### src/rtl/regfile_write_arbiter.sv
// Round-robin arbiter sharing the register-file write port among NUM_REQ writeback sources.
// The winning write is registered and fanned out as one-hot enables plus a bypass bus.
module regfile_write_arbiter #(
    parameter int NUM_REQ    = 3,
    parameter int NUM_REGS   = 32,
    parameter int REG_WIDTH  = 32,
    parameter int ADDR_WIDTH = 5
) (
    input  logic                          clk,
    input  logic                          rst_n,
    input  logic                          hold,
    input  logic [NUM_REQ-1:0]            req_valid,
    input  logic [NUM_REQ*ADDR_WIDTH-1:0] req_addr,
    input  logic [NUM_REQ*REG_WIDTH-1:0]  req_data,
    output logic [NUM_REQ-1:0]            req_ready,
    output logic [NUM_REGS-1:0]           wr_en,
    output logic [REG_WIDTH-1:0]          wr_data,
    output logic                          wb_valid,
    output logic [ADDR_WIDTH-1:0]         wb_addr,
    output logic [REG_WIDTH-1:0]          wb_data,
    output logic                          err_addr
);

    localparam int PTR_W = (NUM_REQ > 1) ? $clog2(NUM_REQ) : 1;

    logic [PTR_W-1:0]      rr_ptr_reg;
    logic [PTR_W-1:0]      rr_ptr_next;
    logic [2*NUM_REQ-1:0]  valid_rot;
    logic [PTR_W-1:0]      grant_off;
    logic [PTR_W:0]        grant_sum;
    logic [PTR_W-1:0]      grant_idx;
    logic                  grant_any;
    logic [NUM_REQ-1:0]    grant;

    logic [ADDR_WIDTH-1:0] addr_masked [NUM_REQ];
    logic [REG_WIDTH-1:0]  data_masked [NUM_REQ];
    logic [ADDR_WIDTH-1:0] sel_addr;
    logic [REG_WIDTH-1:0]  sel_data;
    logic                  addr_oob;
    logic                  addr_ok;
    logic [NUM_REGS-1:0]   wr_en_next;

    logic [NUM_REGS-1:0]   wr_en_reg;
    logic [REG_WIDTH-1:0]  wr_data_reg;
    logic                  wb_valid_reg;
    logic [ADDR_WIDTH-1:0] wb_addr_reg;
    logic                  err_addr_reg;

    // Rotate the request vector so the search always starts at offset 0 from rr_ptr.
    assign valid_rot = {req_valid, req_valid} >> rr_ptr_reg;

    always_comb begin
        grant_any = 1'b0;
        grant_off = '0;
        if (!hold) begin
            for (int k = 0; k < NUM_REQ; k++) begin
                if (!grant_any && valid_rot[k]) begin
                    grant_any = 1'b1;
                    grant_off = PTR_W'(k);
                end
            end
        end
        grant_sum = {1'b0, rr_ptr_reg} + {1'b0, grant_off};
        if (grant_sum >= (PTR_W+1)'(NUM_REQ))
            grant_sum = grant_sum - (PTR_W+1)'(NUM_REQ);
        grant_idx = grant_sum[PTR_W-1:0];
    end

    always_comb begin
        rr_ptr_next = rr_ptr_reg;
        if (grant_any)
            rr_ptr_next = (grant_idx == PTR_W'(NUM_REQ-1)) ? '0 : grant_idx + PTR_W'(1);
    end

    generate
        for (genvar gi = 0; gi < NUM_REQ; gi++) begin : g_req
            assign grant[gi]       = grant_any && (grant_idx == PTR_W'(gi));
            assign addr_masked[gi] = grant[gi] ? req_addr[gi*ADDR_WIDTH +: ADDR_WIDTH] : '0;
            assign data_masked[gi] = grant[gi] ? req_data[gi*REG_WIDTH +: REG_WIDTH] : '0;
        end
    endgenerate

    always_comb begin
        sel_addr = '0;
        sel_data = '0;
        for (int k = 0; k < NUM_REQ; k++) begin
            sel_addr = sel_addr | addr_masked[k];
            sel_data = sel_data | data_masked[k];
        end
    end

    assign addr_oob = (32'(sel_addr) >= 32'(NUM_REGS));
    assign addr_ok  = (sel_addr != '0) && !addr_oob;

    // Register 0 is grounded; out-of-range addresses never match an enable.
    assign wr_en_next[0] = 1'b0;
    generate
        for (genvar gi = 1; gi < NUM_REGS; gi++) begin : g_en
            assign wr_en_next[gi] = grant_any && (sel_addr == ADDR_WIDTH'(gi));
        end
    endgenerate

    always_ff @(posedge clk or negedge rst_n) begin
        if (!rst_n) begin
            rr_ptr_reg   <= '0;
            wr_en_reg    <= '0;
            wr_data_reg  <= '0;
            wb_valid_reg <= 1'b0;
            wb_addr_reg  <= '0;
            err_addr_reg <= 1'b0;
        end else begin
            rr_ptr_reg   <= rr_ptr_next;
            wr_en_reg    <= wr_en_next;
            wb_valid_reg <= grant_any && addr_ok;
            err_addr_reg <= grant_any && addr_oob;
            if (grant_any) begin
                wr_data_reg <= sel_data;
                wb_addr_reg <= sel_addr;
            end
        end
    end

    assign req_ready = grant;
    assign wr_en     = wr_en_reg;
    assign wr_data   = wr_data_reg;
    assign wb_data   = wr_data_reg;
    assign wb_valid  = wb_valid_reg;
    assign wb_addr   = wb_addr_reg;
    assign err_addr  = err_addr_reg;

endmodule

### config.mk
export PLATFORM = sky130hd
export DESIGN_NAME = regfile_write_arbiter
export DESIGN_NICKNAME = d
export VERILOG_FILES = /design/src/rtl/regfile_write_arbiter.sv
export SDC_FILE = /design/constraint.sdc
export NUM_CORES = 1
export LEC_CHECK = 0
export CAP_MARGIN = 5
export CORE_ASPECT_RATIO = 1.1
export CORE_MARGIN = 4
export CORE_UTILIZATION = 33
export DETAILED_ROUTE_END_ITERATION = 8
export GPL_TIMING_DRIVEN = 0
export PLACE_DENSITY = 0.76
export SYNTH_ARGS = -nofsm -noshare
export SYNTH_HDL_FRONTEND = slang
export SYNTH_SLANG_ARGS = --single-unit
### constraint.sdc
create_clock -name clk -period 3.4 [get_ports clk]
set_clock_uncertainty 0.15 [all_clocks]
set_input_delay 0.51 -clock clk [delete_from_list [all_inputs] [get_ports clk]]
set_output_delay 0.51 -clock clk [all_outputs]
set_load 0.1 [all_outputs]
### Word-level counts from Yosys, hierarchy flattened

Index checks and enable logic that the tools add are counted.

| storage, ports and cells | value |
|---|---|
| memory bits (read-only) | 0 |
| word-level logic and storage cells | 105 |
| output and inout port bits | 106 |
| memories | 0 |
| register bits | 71 |
| RAM bits | 0 |
| bits in latches | 0 |
| input port bits | 117 |

| operators by class | value |
|---|---|
| divide/modulo/power cells | 0 |
| multiply operators | 0 |
| reduce and logical (&&, ||, !) cells | 41 |
| add/sub/neg operators | 3 |
| muxes and demuxes | 17 |
| eq/ne operators | 33 |
| bitwise logic cells | 4 |
| order comparisons | 1 |
| shifts and indexed selects | 1 |

Operators by type and width:

| cell | count |
|---|---|
| $mux 32 | 3 |
| $eq 5x5->1 const B | 16 |
| $or 32x32->32 | 2 |
| $eq 5x4->1 const B | 8 |
| $logic_and 1x1->1 | 37 |
| $eq 5x3->1 const B | 4 |
| $mux 5 | 3 |
| $eq 5x2->1 const B | 2 |
| $or 5x5->5 | 2 |
| $mux 2 | 4 |
| $mux 1 | 7 |
| $shr 6x2->3 | 1 |
| $eq 5x1->1 const B | 1 |
| $reduce_bool 5->1 | 1 |
| $add 2x2->3 | 1 |
| $ge 3x2->1 const B | 1 |
| $add 2x1->2 const B | 1 |
| $eq 2x1->1 const B | 1 |
| $eq 2x2->1 const B | 1 |
| $logic_not 1->1 | 2 |
| $logic_not 2->1 | 1 |
| $sub 2x2->2 const B | 1 |

### Longest topological paths before layout

Gate-level depths: netlist of the first run.

| logic depth | value |
|---|---|
| depth in word-level cells | 21 |
| gate-level depth with buffers | 18 |
| gate-level depth less buffers | 16 |

### Worst setup path before layout of the first run

OpenSTA, ideal clock, no wires.

| path | value |
|---|---|
| path kind | input port to output port |
| from | input port req_valid[1] |
| to | output port req_ready[1] |
| path slack | -0.622 ns |
| arrival time | 3.362 ns |
| data required time | 2.740 ns |
| buffers on the path | 1 |
| stages | 12 |
| cells stage by stage | nand3b_1 o21ai_0 o21ai_0 nor2_1 ha_1 inv_1 fa_1 inv_1 ha_1 o31ai_2 and2_1 clkbuf_1 |

| on the way | value |
|---|---|
| word-level cells in the longest chain between the ends | 16 |
| elaborated cells between the ends (all ways) | 20 |
| those cells by class | add/sub (2); order compare (1); eq/ne (1); shift (1); mux (10); reduce/logical (5) |

Ends and longest elaborated chain:

| what | RTL line | RTL |
|---|---|---|
| from (decl) | 12 | `input logic [NUM_REQ-1:0] req_valid,` |
| $shr 6x2->3 * | 50 | `assign valid_rot = {req_valid, req_valid} >> rr_ptr_reg;` |
| $mux 1 | 57 | `if (!grant_any && valid_rot[k]) begin` |
| $mux 1 | 55 | `if (!hold) begin` |
| $logic_not 1->1 | 57 |  |
| $logic_and 1x1->1 | 57 |  |
| $mux 1 | 57 |  |
| $mux 1 | 55 |  |
| $logic_not 1->1 | 57 |  |
| $logic_and 1x1->1 | 57 |  |
| $mux 2 | 57 |  |
| $mux 2 | 55 |  |
| $add 2x2->3 | 63 | `grant_sum = {1'b0, rr_ptr_reg} + {1'b0, grant_off};` |
| $ge 3x2->1 / $sub 2x2->2 (equally long branches) | 64, 65 |  |
| $mux 2 | 64 | `if (grant_sum >= (PTR_W+1)'(NUM_REQ))` |
| $eq 2x1->1 | 77 | `assign grant[gi] = grant_any && (grant_idx == PTR_W'(gi));` |
| $logic_and 1x1->1 * | 77 |  |
| to (decl) | 15 | `output logic [NUM_REQ-1:0] req_ready,` |

Mark *: on every way between the ends. The rest lies on a longest branch, timed or not. The select of a mux whose other input is x is not followed.

### Worst setup path after layout of the first run

| path | value |
|---|---|
| from | register rr_ptr_reg[0] |
| to | register wr_en_reg[5] (netlist: wr_en[5]) |

| on the way | value |
|---|---|
| word-level cells in the longest chain between the ends | 21 |
| elaborated cells between the ends (all ways) | 31 |
| those cells by class | add/sub (2); order compare (1); eq/ne (3); shift (1); mux (13); bitwise (2); reduce/logical (9) |

Ends and longest elaborated chain:

| what | RTL line | RTL |
|---|---|---|
| from (decl) | 26 | `logic [PTR_W-1:0] rr_ptr_reg;` |
| from (signal assigned) | 112 | `rr_ptr_reg <= rr_ptr_next;` |
| $shr 6x2->3 | 50 |  |
| $mux 1 | 57 |  |
| $mux 1 | 55 |  |
| $logic_not 1->1 | 57 |  |
| $logic_and 1x1->1 | 57 |  |
| $mux 1 | 57 |  |
| $mux 1 | 55 |  |
| $logic_not 1->1 | 57 |  |
| [5 not listed] | n/a |  |
| $mux 2 | 64 |  |
| $eq 2x1->1 / $logic_not 2->1 (equally long branches) | 77 |  |
| $logic_and 1x1->1 | 77 |  |
| $mux 5 | 78 | `assign addr_masked[gi] = grant[gi] ? req_addr[gi*ADDR_WIDTH +: ADDR_WIDTH] : '0;` |
| $or 5x5->5 (2 in a row) | 87 | `sel_addr = sel_addr \| addr_masked[k];` |
| $eq 5x3->1 | 99 | `assign wr_en_next[gi] = grant_any && (sel_addr == ADDR_WIDTH'(gi));` |
| $logic_and 1x1->1 * | 99 |  |
| named net wr_en_next[5] | 41 | `logic [NUM_REGS-1:0] wr_en_next;` |
| to (signal assigned) | 113 | `wr_en_reg <= wr_en_next;` |
| to (decl) | 43 | `logic [NUM_REGS-1:0] wr_en_reg;` |

The timed path passes the listed nets; every way through them passes the cells marked *. The select of a mux whose other input is x is not followed.
A chain may end at the register's enable or synchronous reset.

==> results of run 1 <==
## critical path: cells and delay by family (launching register included)
family	cells	cell delay, ns
flip-flops	1	0.47
buffers and inverters	5	0.64
multiplexers	1	0.18
AO/OA/AOI/OAI	4	0.68
AND/OR/NAND/NOR	6	1.06
adder cells (fa/ha/maj)	2	0.73
## path summary, 6_finish.rpt
path	endpoint	from	cells past startpoint	slack, ns
min in group clk	wb_addr[2]	wb_addr[2]	2	0.34
min	wb_data[8]	rst_n	1	0.12
max in group asynchronous	wr_en[19]	rst_n	1	2.34
min reg2reg	wb_addr[2]	wb_addr[2]	2	0.34
max	wr_en[5]	rr_ptr_reg[0]	18	-0.60
max reg2reg	wr_en[5]	rr_ptr_reg[0]	18	-0.60
## through the flow
stage / TNS (ns) / util
global placement: -116.05 / 0.588
global route: -39.17 / 0.720
floorplan: -2.15 / -
detailed placement: -74.37 / 0.588
CTS: -14.31 / 0.669
finish: -27.25 / 0.720
## logic make-up after synthesis
logic type / share of synthesized area
and+or+nand+nor: 0.170
muxes: 0.00289
DFF: 0.513
buffers and inverters: 0.111
AOI/OAI and AO/OA: 0.188
other: 0.00108
adders and majority gates: 0.0130
## final cells by class
class                      instances  share of cell area
buffer                            61              0.0750
timing repair buffer             273               0.385
clock inverter                     3             0.00901
clock buffer                      12              0.0229
inverter                           4             0.00208
tap                              140              0.0243
multi-input combinational        208               0.236
sequential                        71               0.246
## per-layer routing
metal	track usage	vias up	routed length (um)
li1	-	1798	-
met1	0.253	1950	5540
met4	0.0630	0	335
met5	0	-	0
met3	0.0943	29	1470
met2	0.447	188	8610
## placed cells by master, fill, tap and decap left out, types with 7 or more instances in the layout
cell             instances
a222oi_1                29
buf_8                    9
clkbuf_1                 7
clkdlybuf4s50_1        213
buf_4                   64
o21ai_1                 28
nand2_1                 42
dfrtp_1                 70
nor2_1                  10
clkbuf_8                14
buf_6                   20
nor3_2                  19
## what timing repair did
item,CTS,global route
resized for setup,132,76
pin swaps,56,42
gates cloned,2,3
endpoints found under the setup margin,73,72
hold endpoints to repair,0,0
buffers inserted,30,22
==> results.cfg, run 1 <==
[outcome]
status = finished with violations
violations = negative setup slack

[clock_tree]
cts_buffers = 9
htree_levels = 3
cts.clk_slew.worst_paths_ns = 0.08
cts_root_buffer = clkbuf_8
cts_tree = built
hold_buffers = 0
cts.sinks = 71
worst_skew_pair.late_latency_ns = 0.35
clockBufferDepth = 2

[worst_setup_path]
critical_path_class = reg2reg
cp-start-kind = flop
cpPeakStageDelay_ns = 0.57
cp.required_ns = 3.52
cp_slowest_cell = fa_1
crit_fanout = 6
worstPathArrival_ns = 4.12
crit_chain = inv_2, nand2_2, o21ai_2, a32oi_1, o22ai_1, nand2b_1, fa_1, inv_2, ha_4, nand3b_1, buf_6, mux2i_4, buf_6, a222oi_1, buf_4, nor2_4, or3b_4, nor3_2
critPathCaptureType = flop

[layout]
nets = 748
area_delta_synth_final_pct = 109
seq_area_um2 = 1780
final_area_um2 = 7220
drive_gt1_frac = 0.309
fill_cells = 694
stdcell_count = 772
largest_register_ffs = 32
diodes = 0
multiInputGateArea_um2 = 1700

[place]
dpl_cell_area_um2 = 5900
place_hpwl_mm = 10.7
place_congestion = 0.821
io_buffers = 220
pre_cts_ws_ns = -1.90
dp_cells = 705

[grt]
grt_first_pass_wirelength_mm = 22.8
grt_overflow = 0
grt_pass1_vias = 4235
grt_usage = 0.240
grt_start_max_net_pins = 72
antenna_found_initial = 0

[sta]
finalHoldViolations = 0
rsz0062_at_grt = true
fin_crit_sh = 1.18
slew_viol_final = 0
min_period_ns = 4.00
worst_hold_slack_ns = 0.123
max_freq_mhz = 250
setup_violations = 72
worst_pin_slew_ns = 1.08
layout_setup_ws_ns = -0.599
relSlewSlack = 0.277

[job]
drv_cap = 0

[logic_synthesis]
synth.top_cell.area_share = 0.513
synth-main-ff-cell = dfrtp_1
avgSynthCellArea_um2 = 10.1
synth-edff-count = 0
synth.largest_area_cell = dfrtp_1
syn_inst = 344
yosys_warnings = 0
synth_common_cells = dfrtp_1 (71), nand2_1 (48), buf_4 (34), o21ai_0 (31), a222oi_1 (29)
synthArstFlopShare = 1.00
synth.most_common_cell = dfrtp_1
syn-cell-area_um2 = 3460
seq_area_frac_synth = 0.513
synth.area.top_cells = dfrtp_1 (51%), a222oi_1 (8.4%), buf_4 (7.4%), nand2_1 (5.2%), o21ai_0 (4.5%)
ys_types = 41
ys_ff_latch = 71

[die]
die_area_um2 = 12200
start_util = 0.345
die_h_um = 115
fp-row-count = 38
core-area_um2 = 10000
die_width_um = 106
top_level_ports = 223

[detailed_routing]
drt_first_pass_iters = 6
drt-total-wl_mm = 15.9
drtIter0Drc = 249
avgRoutedWirePerCell_um = 20.7
ant_nets = 0
dr_total_vias = 3965
via_per_inst = 5.14
remaining_drc_errors = 0

[hold_path]
hp-class = in2async
Power of run 1 is left out: the tool's default activity adds up to more than one toggle a clock period on the data nets, which glitch-free logic cannot reach.
==> run 2, diff against run 1 <==
--- a/config.mk
+++ b/config.mk
@@ -11,7 +11,8 @@
 export CORE_UTILIZATION = 33
 export DETAILED_ROUTE_END_ITERATION = 8
 export GPL_TIMING_DRIVEN = 0
-export PLACE_DENSITY = 0.76
+export PLACE_DENSITY = 0.88
+export REMOVE_ABC_BUFFERS = 1
 export SYNTH_ARGS = -nofsm -noshare
 export SYNTH_HDL_FRONTEND = slang
 export SYNTH_SLANG_ARGS = --single-unit
==> results.cfg, run 2 (synthesis results as in run 1) <==
[place]
place_congestion = 0.762
dpl_cell_area_um2 = 5540
dp_cells = 645
pre_cts_ws_ns = -2.52
io_buffers = 220
place_hpwl_mm = 8.98

[detailed_routing]
via_per_inst = 5.30
drt_first_pass_iters = 6
drt-total-wl_mm = 15.5
dr_total_vias = 3840
remaining_drc_errors = 0
ant_nets = 0
drtIter0Drc = 294
avgRoutedWirePerCell_um = 21.4

[die]
top_level_ports = 223
core-area_um2 = 10000
die_width_um = 106
start_util = 0.345
die_h_um = 115
die_area_um2 = 12200
fp-row-count = 38

[layout]
final_area_um2 = 6890
nets = 700
final_common_cell = clkdlybuf4s50_1
diodes = 0
fill_cells = 709
drive_gt1_frac = 0.270
largest_register_ffs = 32
stdcell_count = 725
area_delta_synth_final_pct = 99.1
layout_common_cells = clkdlybuf4s50_1 (213), dfrtp_1 (70), nand2_1 (43)

[worst_setup_path]
cp-start-kind = flop
critical_path_class = reg2out
worstPathArrival_ns = 3.61
ff2ff_path_depth = 19
timing.rr.start = rr_ptr_reg[0]
critPathLaunch = rr_ptr_reg[0]
critPathCaptureType = output pin
crit_fanout = 5
cp.required_ns = 2.74

[clock_tree]
cts_root_buffer = clkbuf_8
htree_levels = 3
clockBufferDepth = 2
cts_buffers = 9
cts_tree = built
cts.clk_slew.worst_paths_ns = 0.08
worst_skew_pair.late_latency_ns = 0.34
hold_buffers = 0
cts.sinks = 71

[sta]
slew_viol_final = 0
worst_pin_slew_ns = 1.08
min_period_ns = 4.27
rsz0062_at_grt = true
finalHoldViolations = 0
max_freq_mhz = 234
layout_setup_ws_ns = -0.875
setup_violations = 73
relSlewSlack = 0.278
fin_crit_sh = 1.26

[grt]
grt_start_max_net_pins = 74
antenna_found_initial = 0
grt_first_pass_wirelength_mm = 21.2
grt_usage = 0.227
grt_overflow = 0
grt_pass1_vias = 3953

[hold_path]
hp-class = in2async

[outcome]
violations = negative setup slack
status = finished with violations

[job]
drv_cap = 0
-- run 2: area by class of cell --
cell class / instances / area (um^2) / share of cell area
clock inverters: 7 / 97.6 / 0.0142
inverters: 4 / 15.0 / 0.00218
repair buffers: 281 / 2880 / 0.419
multi-input cells: 213 / 1820 / 0.264
flip-flops and latches: 71 / 1780 / 0.258
well taps: 140 / 175 / 0.0254
clock buffers: 9 / 124 / 0.0180
-- run 2: worst paths after layout --
kind                                 end  slack, ns
max                         req_ready[0]      -0.87
min                            wr_en[11]       0.14
max in group asynchronous  rr_ptr_reg[0]       2.36
min in group clk              wb_addr[0]       0.34
max reg2reg                     wr_en[6]      -0.87
min reg2reg                   wb_addr[0]       0.34
-- run 2: critical path, stage by stage, from the launching register on --
cell       delay (ns)
dfrtp_2          0.45
nor2_2           0.12
nand2_1          0.08
o211ai_1         0.16
o21ai_1          0.15
nor2_1           0.16
ha_2             0.20
inv_2            0.04
fa_1             0.53
inv_2            0.06
ha_4             0.17
nand3b_1         0.19
buf_6            0.15
mux2i_4          0.27
clkbuf_16        0.20
and2_4           0.16
buf_12           0.18
-- run 2: metal layers --
metal / routed length, um / global-route usage / up-vias
li1: - / - / 1713
met1: 5490 / 0.236 / 1833
met2: 8240 / 0.425 / 258
met3: 1300 / 0.0696 / 36
met4: 515 / 0.0924 / 0
met5: 0 / 0 / -
-- run 2: timing repair --
action	CTS	global route
resized for setup	130	47
cloned	5	2
hold endpoints to repair	0	0
buffers inserted	39	20
setup endpoints to repair	74	74
pin swaps	43	27
-- run 2: stage by stage --
step	hold slack, ns	utilization	TNS, ns
finish	0.140	0.687	-46.54
global route	0.194	0.687	-51.19
CTS	0.157	0.650	-26.71
detailed placement	0.319	0.552	-118.41
global placement	0.315	0.545	-248.84
floorplan	0.0644	-	-90.21
Power of run 2 is left out for the same reason.
